$ cat config.mk
export PLATFORM = sky130hd
export DESIGN_NAME = stream_pkt_arbiter
export DESIGN_NICKNAME = d
export VERILOG_FILES = /design/src/rtl/stream_pkt_arbiter.sv
export SDC_FILE = /design/constraint.sdc
export NUM_CORES = 1
export LEC_CHECK = 0
export BUFFER_PORTS_ARGS = -buffer_cell sky130_fd_sc_hd__buf_2
export CAP_MARGIN = 40
export CORE_MARGIN = 10
export CORE_UTILIZATION = 51
export DETAILED_ROUTE_END_ITERATION = 10
export PLACE_DENSITY = 0.81
export SETUP_SLACK_MARGIN = 0.1
export SLEW_MARGIN = 20
export SYNTH_ARGS = -nofsm -noshare
export SYNTH_HDL_FRONTEND = slang
export SYNTH_SLANG_ARGS = --single-unit
$ cat constraint.sdc
create_clock -name clk -period 3.7 [get_ports clk]
set_input_delay 0.555 -clock clk [delete_from_list [all_inputs] [get_ports clk]]
set_output_delay 0.555 -clock clk [all_outputs]
set_load 0.005 [all_outputs]
$ cat src/rtl/stream_pkt_arbiter.sv
// stream_pkt_arbiter: two-requester packet-atomic stream arbiter with a single
// output register stage, round-robin tie break and a mid-packet idle timeout.
module stream_pkt_arbiter #(
  parameter int DATA_W      = 32,
  parameter int TIMEOUT_CYC = 1024
) (
  input  logic              clk,
  input  logic              MIB_MASTER_RESET,
  input  logic [DATA_W-1:0] s0_data,
  input  logic              s0_valid,
  input  logic              s0_last,
  output logic              s0_ready,
  input  logic [DATA_W-1:0] s1_data,
  input  logic              s1_valid,
  input  logic              s1_last,
  output logic              s1_ready,
  output logic [DATA_W-1:0] m_data,
  output logic              m_valid,
  output logic              m_last,
  input  logic              m_ready,
  output logic [1:0]        o_owner,
  output logic              o_timeout_pulse,
  output logic [15:0]       o_timeout_count
);

  // State encoding doubles as the o_owner code.
  typedef enum logic [1:0] {
    IDLE   = 2'b00,
    GRANT0 = 2'b01,
    GRANT1 = 2'b10
  } state_t;

  localparam logic [15:0] IDLE_LIMIT = 16'(TIMEOUT_CYC - 1);

  state_t              r_state;
  state_t              w_state_nxt;
  logic                r_last_served;   // 0 = s0 served last, 1 = s1 served last
  logic [DATA_W-1:0]   r_m_data;
  logic                r_m_valid;
  logic                r_m_last;
  logic [1:0]          r_owner;
  logic                r_timeout_pulse;
  logic [15:0]         r_timeout_count;
  logic [15:0]         r_idle_cnt;
  logic [1:0]          w_owner_nxt;

  // A held output beat with no downstream ready freezes the whole pipe.
  wire w_stall   = r_m_valid && !m_ready;
  wire w_hs0     = s0_valid && s0_ready;
  wire w_hs1     = s1_valid && s1_ready;
  wire w_in_hs   = w_hs0 || w_hs1;
  wire w_in_last = w_hs0 ? s0_last : s1_last;
  wire w_timeout = (r_state != IDLE) && !w_in_hs && !w_stall &&
                   (r_idle_cnt == IDLE_LIMIT);

  // State register and round-robin history.
  // NOTE: sequential blocks use non-blocking (<=) so every flop samples pre-edge values.
  always_ff @(posedge clk or posedge MIB_MASTER_RESET) begin
    if (MIB_MASTER_RESET) begin
      r_state       <= IDLE;
      r_last_served <= 1'b1;
    end else begin
      r_state <= w_state_nxt;
      if (r_state == IDLE && w_state_nxt == GRANT0) r_last_served <= 1'b0;
      if (r_state == IDLE && w_state_nxt == GRANT1) r_last_served <= 1'b1;
    end
  end

  // Next-state: arbitrate from IDLE, release on accepted last beat or timeout.
  always_comb begin
    // NOTE: default assignment first so no path leaves the signal unassigned (no latch).
    w_state_nxt = r_state;
    unique case (r_state)
      IDLE: begin
        if (s0_valid && (!s1_valid || r_last_served)) w_state_nxt = GRANT0;
        else if (s1_valid)                            w_state_nxt = GRANT1;
      end
      GRANT0, GRANT1: begin
        if ((w_in_hs && w_in_last) || w_timeout) w_state_nxt = IDLE;
      end
      default: w_state_nxt = IDLE;
    endcase
  end

  // Outputs: per-requester ready and the owner code to be registered.
  always_comb begin
    s0_ready    = (r_state == GRANT0) && !w_stall;
    s1_ready    = (r_state == GRANT1) && !w_stall;
    w_owner_nxt = w_state_nxt;
  end

  // Output register stage: load on input handshake, clear valid once drained.
  always_ff @(posedge clk or posedge MIB_MASTER_RESET) begin
    if (MIB_MASTER_RESET) begin
      r_m_data  <= '0;
      r_m_valid <= 1'b0;
      r_m_last  <= 1'b0;
    end else if (w_in_hs) begin
      r_m_data  <= w_hs0 ? s0_data : s1_data;
      r_m_last  <= w_in_last;
      r_m_valid <= 1'b1;
    end else if (m_ready) begin
      r_m_valid <= 1'b0;
    end
  end

  // Idle counter: cleared by traffic or state change, frozen during stall.
  always_ff @(posedge clk or posedge MIB_MASTER_RESET) begin
    if (MIB_MASTER_RESET) begin
      r_idle_cnt <= '0;
    end else if (w_in_hs || (w_state_nxt != r_state)) begin
      r_idle_cnt <= '0;
    end else if (r_state != IDLE && !w_stall) begin
      r_idle_cnt <= r_idle_cnt + 16'd1;
    end
  end

  // Owner register and timeout reporting.
  always_ff @(posedge clk or posedge MIB_MASTER_RESET) begin
    if (MIB_MASTER_RESET) begin
      r_owner         <= 2'b00;
      r_timeout_pulse <= 1'b0;
      r_timeout_count <= '0;
    end else begin
      r_owner         <= w_owner_nxt;
      r_timeout_pulse <= w_timeout;
      if (w_timeout && r_timeout_count != 16'hFFFF)
        r_timeout_count <= r_timeout_count + 16'd1;
    end
  end

  assign m_data          = r_m_data;
  assign m_valid         = r_m_valid;
  assign m_last          = r_m_last;
  assign o_owner         = r_owner;
  assign o_timeout_pulse = r_timeout_pulse;
  assign o_timeout_count = r_timeout_count;

endmodule

# == Word level (Yosys, flattened, before mapping) ==
# Cells that the tools add are included.
# W data, S select, Z words.
# op_classes
mux,12
n_shift,0
n_lt_le_gt_ge,0
reduce_logical,28
div_mod_pow,0
eq_ne,7
add_sub_neg,2
bitwise_logic,0
multipliers,0
# ops
cell,n
$add A16 B1 Y16 const B,2
$mux W16,2
$mux W32,1
$eq A16 B10 Y1 const B,1
$ne A16 B16 Y1 const B,1
$logic_and A1 B1 Y1,14
$reduce_bool A2 Y1,4
$mux W2,3
$mux W1,5
$eq A2 B1 Y1 const B,2
$eq A2 B2 Y1 const B,2
$logic_not A1 Y1,4
$logic_or A1 B1 Y1,4
$pmux W2 S2,1
$logic_not A2 Y1,1
$ne A2 B2 Y1,1
$reduce_or A2 Y1,1
# word_totals
romBits,0
n_memories,0
register_bits,70
input_bits,71
out_inout_bits,55
latch_bits,0
ramBits,0
word_cells,57

# == Depth between registers and ports, before layout ==
# Gate-level depths: netlist of run 1.
# depth
word_depth,17
mapped_depth,9
ltp_nobuf,8

# == Worst setup path after synthesis of run 1 ==
# Ideal clock, no wire load.
# synth_timing
path_type,reg2reg
from,"register, netlist name o_owner[0]"
to,"register r_timeout_count[1], in the netlist o_timeout_count[1]"
n_path_buf,2
t_required_ps,3572
period_less_slack_ps,2629
path_stages_with_launch,9
arrival_time_ps,2501
setup_time_ps,128
setup_slack_ps,1071
cell_sequence,dfrtp_1 -> inv_1 -> ha_1 -> or3_1 -> buf_2 -> or4_4 -> buf_6 -> a41oi_4 -> mux2_1
# synth_lines
item,line,source
"end signal, assigned",128,r_timeout_count <= r_timeout_count + 16'd1;
"end, declared",43,logic [15:0] r_timeout_count;

==> run summary, run 1 <==
DIE WIDTH: 105.2 um
Total number of vias: 3137
Slew margin rel.: 0.4782
Ys flop type: dfrtp_1
Final setup viols: 0
CTS buffer count: 9
Pins Over Slew Limit: 0
Clock Latency Late Sink: 0.33 ns
Post-synth EDFFs: 0
Reg2reg path depth: 7
Final ANT Viol Nets: 0
Clk buf depth: 2
Placement Rows: 30
Top Ports: 126
Max IR drop VDD: 0.3555 mV
Worst Hold Class: input pin to async pin
Clock transition at path regs: 0.08 ns
Worst reg2reg path startpoint: o_owner[0]$_DFF_PP0_
Full die area: 11060 um2
IO Port Bufs: 125
FF+latch count, synth: 70
Final design utilization: 0.6685
Worst hold slack: 0.2745 ns
Clock sinks: 70
Initial core utilization: 0.5359
Design Area, Final: 4617 um2
YS warnings: 0
Initial DRC Count: 147
Grt total ovfl: 0
CP Max Fanout: 13
Drc violations: 0
Clk root buf: clkbuf_8
Async SR Flop Fraction: 1.000
Critical Path AT: 3.19 ns
Share of post-route cells with drive strength above 1: 0.3246
DR pass1 iterations: 5
Die Y: 105.2 um
Crit path kind: register to register
Worst Setup Start Kind: register
Worst r2r dst: o_timeout_count[15]$_DFFE_PP0P_
Setup_tns: 0 ns
Reg2Reg Setup Slack: 0.72 ns
CTS tree: built
Layout area overhead: 24.75%
Synth unique cells: 48
First-pass GRT wire length: 16010 um
Vias in the first global route: 3386
CTS Hold Bufs: 0
Final HPWL DP: 7264 um
Synth Net Count: 447
H-tree levels: 3
Seq/Total Area, Yosys: 0.4736
Inserted Diodes: 0
Layout Nets: 572
Outcome: finished, final reports clean
Routed len/inst: 15.76 um
Highest clock rate: 335.6 MHz
Cell Area, Placed: 4424 um2
GPL Wtd Cong: 0.8888
Max Cap Viol: 0
Post-CTS Setup Bufs: 0
Data required time of the critical path: 3.91 ns
Mapped Avg Cell Area: 10.00 um2
CTS resizes: 0
Final Hold Vio Count: 0
Synthesized area: 3701 um2
Period Utilization, post-route: 0.8054
Clock Skews: 0.009332 ns
Worst slew pin tran: 0.7802 ns
Via density: 5.272
Antenna violations before repair: 0
Leakage: 2.124 nW
Core Footprint: 6907 um2
Overall routing resource usage: 0.1721
Routed wire length: 9376 um
Post-Synthesis Cells: 370
Final critical-path required period: 2.980 ns
Pwr dens: 607.3 nW/um2
CP Capture Type: register
Largest net degree at the start of global routing: 35
Unrepaired setup endpoints after global routing: false
==> metrics by stage <==
stage                     worst slack [ns]  power (mW)  instances
after floorplan                      1.071       1.789        370
after global placement              0.8378       2.184        578
after detailed placement            0.7085       2.224        579
after CTS                           0.7040       2.831        594
after global routing                0.4821       3.030        595
final                               0.7199       2.804        595
==> synth_stat cells, types with 3 or more instances <==
cell      count  area [um2]
clkbuf_1      7       26.28
nor2_1       52       195.2
dfrtp_1      69        1727
nand2b_1      3       18.77
xor2_1       14       122.6
or3_1         3       18.77
nand2_1      26       97.59
nand3_1      15       75.07
a211oi_1      4       30.03
a21oi_1      39       195.2
mux2_1        3       33.78
nor4_1        5       31.28
nor4_2        4       50.05
xnor2_1      11       96.34
buf_2         4       20.02
buf_1         4       15.01
buf_6         3       33.78
nor4b_2       3       45.04
mux2i_1      34       340.3
nor3b_1      10       75.07
and4_1        3       26.28
o21ai_0       3       15.01
nor3_1        9       45.04
inv_1        10       37.54
ha_1          6       75.07
==> cell type report <==
type                            count  area [um2]
Timing Repair Buffer              132       686.9
Tap cell                           96       120.1
Clock inverter                      4       47.55
Multi-Input combinational cell    271        1827
Inverter                           11       41.29
Sequential cell                    70        1753
Fill cell                         578        2290
Clock buffer                       11       141.4
==> per-layer routing <==
metal	track usage	up-vias	part of all wire
met2	0.2887	119	0.50
li1	-	1546	-
met3	0.06265	9	0.079
met5	0	-	0
met1	0.1978	1463	0.42
met4	0.05784	0	0.0099
==> cell families (layout without fill, tap and decap cells) <==
| logic type | Yosys count | count (layout) | share of synthesized area |
|---|---|---|---|
| compound gates | 59 | 59 | 0.1001 |
| flops | 70 | 70 | 0.4736 |
| fa+ha+maj | 6 | 6 | 0.02028 |
| simple gates | 144 | 144 | 0.2089 |
| mux | 37 | 37 | 0.1011 |
| buf+inv | 29 | 158 | 0.03685 |
| xor+xnor | 25 | 25 | 0.05916 |
==> registers in the layout, summed over array words and instances, names as in the netlist <==
register,count
m_data,32
m_last,1
m_valid,1
o_owner,2
o_timeout_count,16
o_timeout_pulse,1
r_idle_cnt,16
r_last_served,1
==> cells in the final DEF (no fill, tap or decap), drive strengths merged, types with 4 or more instances in the layout <==
cell type  instances
buf              131
dfrtp             69
nor2              52
a21oi             39
mux2i             34
nand2             26
nand3             15
xor2              14
clkbuf            12
xnor2             11
inv               11
nor3b             10
nor3               9
nor4               9
ha                 6
a211oi             4
or3                4
nor4b              4
==> worst max-delay path: stages, from the launching register on <==
cell     delay [ns]
dfrtp_1        0.52
inv_1          0.16
ha_1           0.23
buf_4          0.17
or3_1          0.48
or3_4          0.52
nor4_1         0.40
mux2_1         0.39
==> how the worst max path moves through the flow <==
| stage | endpoint | start | slack, ns | depth (start not counted) |
|---|---|---|---|---|
| 2_1_floorplan | o_timeout_count[1]$_DFFE_PP0P_ | o_owner[0]$_DFF_PP0_ | 1.07 | 8 |
| 3_3_place_gp | r_idle_cnt[13]$_DFFE_PP0P_ | o_owner[0]$_DFF_PP0_ | 0.84 | 7 |
| 3_5_place_dp | r_idle_cnt[11]$_DFFE_PP0P_ | o_owner[0]$_DFF_PP0_ | 0.71 | 7 |
| 4_1_cts | r_idle_cnt[11]$_DFFE_PP0P_ | o_owner[0]$_DFF_PP0_ | 0.70 | 7 |
| 5_1_grt | r_idle_cnt[11]$_DFFE_PP0P_ | o_owner[0]$_DFF_PP0_ | 0.48 | 7 |
| 6_report | o_timeout_count[15]$_DFFE_PP0P_ | o_owner[0]$_DFF_PP0_ | 0.72 | 7 |
==> where the power goes <==
part | switching [mW] | internal [mW] | leakage (nW) | total [mW]
logic | 0.632 | 0.475 | 1.16 | 1.11
registers | 0.124 | 0.973 | 0.866 | 1.10
clock network | 0.276 | 0.324 | 0.0952 | 0.600
total | 1.03 | 1.77 | 2.12 | 2.80
Note: power is estimated with default switching activity, not from simulation.
==> run 2, diff against run 1 <==
- CORE_UTILIZATION: 51 -> 46
- PLACE_DENSITY: 0.81 -> 0.77
- clock period: 3.7 -> 2.7 ns (I/O delays scaled with it)
==> run 2 against run 1 <==
  * Sequential cell count did not move
  * Final cell count rose by 2.0%
  * Worst hold slack got worse by 0.13 ns
  * Critical endpoint is now o_timeout_count[1]$_DFFE_PP0P_
  * Critical path type unchanged
==> run summary, run 2 (synthesized netlist as in run 1, its figures left out) <==
CP Capture Type: register
Met3 Wirelength: 670 um
Vias in the first global route: 3263
Most frequent cells in the layout: 125 x buf_2, 68 x dfrtp_1, 50 x nor2_1
Drc violations: 0
Initial core utilization: 0.4765
Via density: 5.175
CTS buffer count: 9
Worst path top cell family by delay: simple AND/OR/NAND/NOR gates
Highest Signal Layer: met4
CP Buf/Inv Count: 1
Die Y: 109.7 um
Pins Over Slew Limit: 0
Cell Chain, Critical Path: inv_1, ha_1, or3_1, or4_4, a41oi_4, mux2_1
Final HPWL DP: 7159 um
Layout area overhead: 26.94%
Reg2Reg Setup Slack: 0.20 ns
Slew margin rel.: 0.5635
Full die area: 12030 um2
Routed wire length: 9443 um
GPL Wtd Cong: 0.8732
Final design utilization: 0.6049
H-tree levels: 3
Total number of vias: 3141
Outcome: finished, final reports clean
Top Ports: 126
Critical Path AT: 2.73 ns
Area of the multi-input gates: 1833 um2
Max FFs per register: 32
Clk root buf: clkbuf_8
Share of post-route cells with drive strength above 1: 0.3366
Final ANT Viol Nets: 0
Slowest CP cell: or4_4
Data required time of the critical path: 2.92 ns
Worst Setup Start Kind: register
DR pass1 iterations: 4
Routed len/inst: 15.56 um
CP Max Fanout: 7
M1 wire length: 3987 um
Worst slew pin tran: 0.6537 ns
Final Hold Vio Count: 0
Leakage: 2.160 nW
Worst Hold Class: input pin to async pin
Setup_tns: 0 ns
Clock Latency Late Sink: 0.34 ns
Fillcell total: 653
Clock sinks: 70
DIE WIDTH: 109.7 um
IO Port Bufs: 125
Slowest Stage Delay on Critical Path: 0.64 ns
First-pass GRT wire length: 15550 um
Pwr dens: 844.5 nW/um2
Highest clock rate: 399.4 MHz
Unrepaired setup endpoints after global routing: false
Core Footprint: 7767 um2
Antenna violations before repair: 0
Max IR drop VDD: 0.4780 mV
Largest net degree at the start of global routing: 65
Inserted Diodes: 0
Sequential cell area: 1754 um2
Reg2reg path depth: 6
Max Cap Viol: 0
Worst reg2reg path startpoint: o_owner[0]$_DFF_PP0_
Initial DRC Count: 149
Layout Nets: 577
Commonest non-fill, non-tap cell in the layout: buf_2
Placement Rows: 32
CTS tree: built
Final critical-path required period: 2.504 ns
Worst r2r dst: o_timeout_count[1]$_DFFE_PP0P_
Clock Skews: 0.01107 ns
Routed wl met2: 4621 um
Final setup viols: 0
Post-CTS Setup Bufs: 0
Crit path kind: register to register
Overall routing resource usage: 0.1607
Period Utilization, post-route: 0.9274
Clock transition at path regs: 0.08 ns
Clk buf depth: 2
Grt total ovfl: 0
-- run 2: routing by layer --
| metal | up-vias | global-route usage |
|---|---|---|
| met5 | - | 0 |
| met4 | 0 | 0.06413 |
| met3 | 16 | 0.05266 |
| met2 | 103 | 0.2543 |
| met1 | 1466 | 0.1987 |
| li1 | 1556 | - |
-- run 2: area by class of cell --
cell class                      count  area share
Timing Repair Buffer              137      0.1577
Sequential cell                    70      0.3734
Multi-Input combinational cell    271      0.3901
Tap cell                          102     0.02716
Clock inverter                      3    0.009055
Clock buffer                       13     0.03382
Inverter                           11    0.008788
-- run 2: worst max path at each step --
stage | start | endpoint | slack (ns) | depth (start not counted)
6_report | o_owner[0]$_DFF_PP0_ | o_timeout_count[1]$_DFFE_PP0P_ | 0.20 | 6
4_1_cts | o_owner[0]$_DFF_PP0_ | o_timeout_count[15]$_DFFE_PP0P_ | 0.14 | 6
3_5_place_dp | o_owner[0]$_DFF_PP0_ | o_timeout_count[15]$_DFFE_PP0P_ | 0.17 | 6
2_1_floorplan | o_owner[1]$_DFF_PP0_ | o_timeout_count[1]$_DFFE_PP0P_ | 0.15 | 8
5_1_grt | o_owner[0]$_DFF_PP0_ | o_timeout_count[15]$_DFFE_PP0P_ | 0.10 | 6
3_3_place_gp | o_owner[0]$_DFF_PP0_ | o_timeout_count[1]$_DFFE_PP0P_ | 0.26 | 6
-- run 2: where the power goes --
group / internal, mW / leakage, nW / total [mW] / switching (mW)
clock network: 0.477 / 0.0996 / 0.870 / 0.393
logic: 0.719 / 1.20 / 1.61 / 0.894
registers: 1.33 / 0.865 / 1.48 / 0.150
total: 2.53 / 2.16 / 3.97 / 1.44
-- run 2: per-stage QoR --
| stage | total power, mW | setup WS [ns] | cell area (um2) | hold WS (ns) | instances |
|---|---|---|---|---|---|
| after global placement | 3.079 | 0.2567 | 4491 | 0.4730 | 591 |
| after CTS | 4.013 | 0.1441 | 4692 | 0.1656 | 607 |
| final | 3.968 | 0.1960 | 4698 | 0.1477 | 607 |
| after detailed placement | 3.132 | 0.1663 | 4491 | 0.4817 | 591 |
| after floorplan | 2.453 | 0.1506 | 3702 | 0.4573 | 370 |
| after global routing | 4.281 | 0.1012 | 4698 | 0.1948 | 607 |
-- run 2: timing repair --
action / CTS / global route
gates resized for setup: 0 / 1
setup endpoints to repair: 0 / 1
hold buffers: 0 / 0
-- run 2: worst reg2reg max path, stage by stage (launching register included) --
cell and delay (ns):
dfrtp_2 0.36, inv_1 0.09, ha_1 0.22, or3_1 0.47
or4_4 0.64, a41oi_4 0.26, mux2_1 0.34
==> run 3, diff against run 2 <==
- CORE_UTILIZATION: 46 -> 54
- PLACE_DENSITY: 0.77 -> 0.85
- clock period: 2.7 -> 3.25 ns (I/O delays scaled with it)
==> run 3 against run 2 <==
  * Wire length down 4.7%
  * Power decreased by 14%
  * Die area decreased by 12%
  * Final area fell by 0.80%
  * Maximum frequency down 9.7%
==> run summary, run 3 (synthesized netlist as in run 1, its figures left out) <==
Outcome: finished, final reports clean
Clk root buf: clkbuf_8
Final design utilization: 0.6937
Critical Path AT: 3.00 ns
Core Footprint: 6719 um2
Commonest non-fill, non-tap cell in the layout: buf_2
Worst Setup Start Kind: register
Grt total ovfl: 0
Die Y: 102.8 um
Worst slew pin tran: 0.6532 ns
Initial DRC Count: 180
Pwr dens: 728.5 nW/um2
Final Hold Vio Count: 0
Worst path top cell family by delay: simple AND/OR/NAND/NOR gates
Final setup viols: 0
Post-CTS Setup Bufs: 0
Clk buf depth: 2
Unrepaired setup endpoints after global routing: false
Placement Rows: 30
Clock Latency Late Sink: 0.34 ns
DR pass1 iterations: 4
Slowest CP cell: or4_4
Overall routing resource usage: 0.1770
Final ANT Viol Nets: 0
CTS tree: built
Vias in the first global route: 3259
Highest clock rate: 360.4 MHz
Drc violations: 0
Clock Skews: 0.005732 ns
Max Cap Viol: 0
H-tree levels: 3
Period Utilization, post-route: 0.8537
CTS Hold Bufs: 0
Setup_tns: 0 ns
Cell Area, Placed: 4413 um2
CP Buf/Inv Count: 1
GPL Wtd Cong: 0.9193
Design Area, Final: 4661 um2
Routed len/inst: 15.46 um
Initial core utilization: 0.5508
CP Capture Type: register
Max IR drop VDD: 0.3912 mV
Worst Hold Class: input pin to async pin
IO Port Bufs: 125
Share of post-route cells with drive strength above 1: 0.3287
Cell Chain, Critical Path: inv_1, ha_1, or3_1, or4_4, a41oi_4, mux2_1
Clock transition at path regs: 0.08 ns
Inserted Diodes: 0
Pins Over Slew Limit: 0
CTS buffer count: 9
Via density: 5.402
Clock sinks: 70
Leakage: 2.154 nW
CTS resizes: 0
Data required time of the critical path: 3.48 ns
Most frequent cells in the layout: 125 x buf_2, 69 x dfrtp_1, 50 x nor2_1
First-pass GRT wire length: 15050 um
DIE WIDTH: 102.8 um
Final HPWL DP: 6870 um
Largest net degree at the start of global routing: 65
Slowest Stage Delay on Critical Path: 0.64 ns
Full die area: 10560 um2
Reg2Reg Setup Slack: 0.48 ns
Slew margin rel.: 0.5646
Layout area overhead: 25.93%
Routed wire length: 8997 um
Crit path kind: register to register
Top Ports: 126
Layout Nets: 574
Antenna violations before repair: 0
CP Max Fanout: 10
Max FFs per register: 32
Final critical-path required period: 2.774 ns
Total number of vias: 3144
[run 3: changes by cell type in the layout (fill, tap and decap cells not counted), sizes merged]
cell / previous run / this run
buf: 137 / 134
bufinv: 1 / 3
clkbuf: 13 / 11
[run 3: path summary, 6_finish.rpt]
kind | start | endpoint | cells after the start
min | MIB_MASTER_RESET | m_data[25]$_DFFE_PP0P_ | 2
min in group clk | s0_last | m_last$_DFFE_PP0P_ | 3
min reg2reg | o_timeout_count[9]$_DFFE_PP0P_ | o_timeout_count[9]$_DFFE_PP0P_ | 1
max | o_owner[0]$_DFF_PP0_ | o_timeout_count[1]$_DFFE_PP0P_ | 6
max reg2reg | o_owner[0]$_DFF_PP0_ | o_timeout_count[1]$_DFFE_PP0P_ | 6
max in group asynchronous | MIB_MASTER_RESET | r_last_served$_DFFE_PP1P_ | 3
[run 3: worst reg2reg max path, cell delays in order, from the launching register on]
cell and delay [ns]:
dfrtp_1 0.54, inv_1 0.16, ha_1 0.25, or3_1 0.47, or4_4 0.64, a41oi_4 0.26
mux2_1 0.34
[run 3: layout make-up]
| type | count | area, um2 |
|---|---|---|
| clock buffer | 11 | 141.4 |
| clock inverter | 5 | 106.4 |
| fill | 509 | 2058 |
| inverter | 11 | 43.79 |
| multi-input combinational | 271 | 1827 |
| sequential | 70 | 1753 |
| tap | 80 | 100.1 |
| timing repair buffer | 134 | 689.4 |
[run 3: power breakdown]
group,leakage [nW],total (mW),switching [mW],internal [mW]
Combinational,1.17,1.28,0.716,0.563
Sequential,0.866,1.25,0.143,1.11
Clock,0.120,0.866,0.334,0.533
Total,2.15,3.40,1.19,2.20
[run 3: through the flow]
step           setup WS [ns]  cells  power (mW)  hold WS [ns]
5_1_grt               0.3599    582       3.655        0.2921
2_1_floorplan         0.6213    370       2.036        0.4573
3_5_place_dp          0.5014    566       2.557        0.4815
3_3_place_gp          0.6003    565       2.505        0.4744
4_1_cts               0.4836    582       3.430        0.2594
6_report              0.4756    582       3.395        0.2385
[run 3: metal layers]
layer	wire [um]	part of all wire	vias up	global-route usage
li1	-	-	1554	-
met2	4310	0.48	114	0.2797
met5	0	0	-	0
met1	3776	0.42	1465	0.2114
met3	782	0.087	11	0.06836
met4	129	0.014	0	0.07380
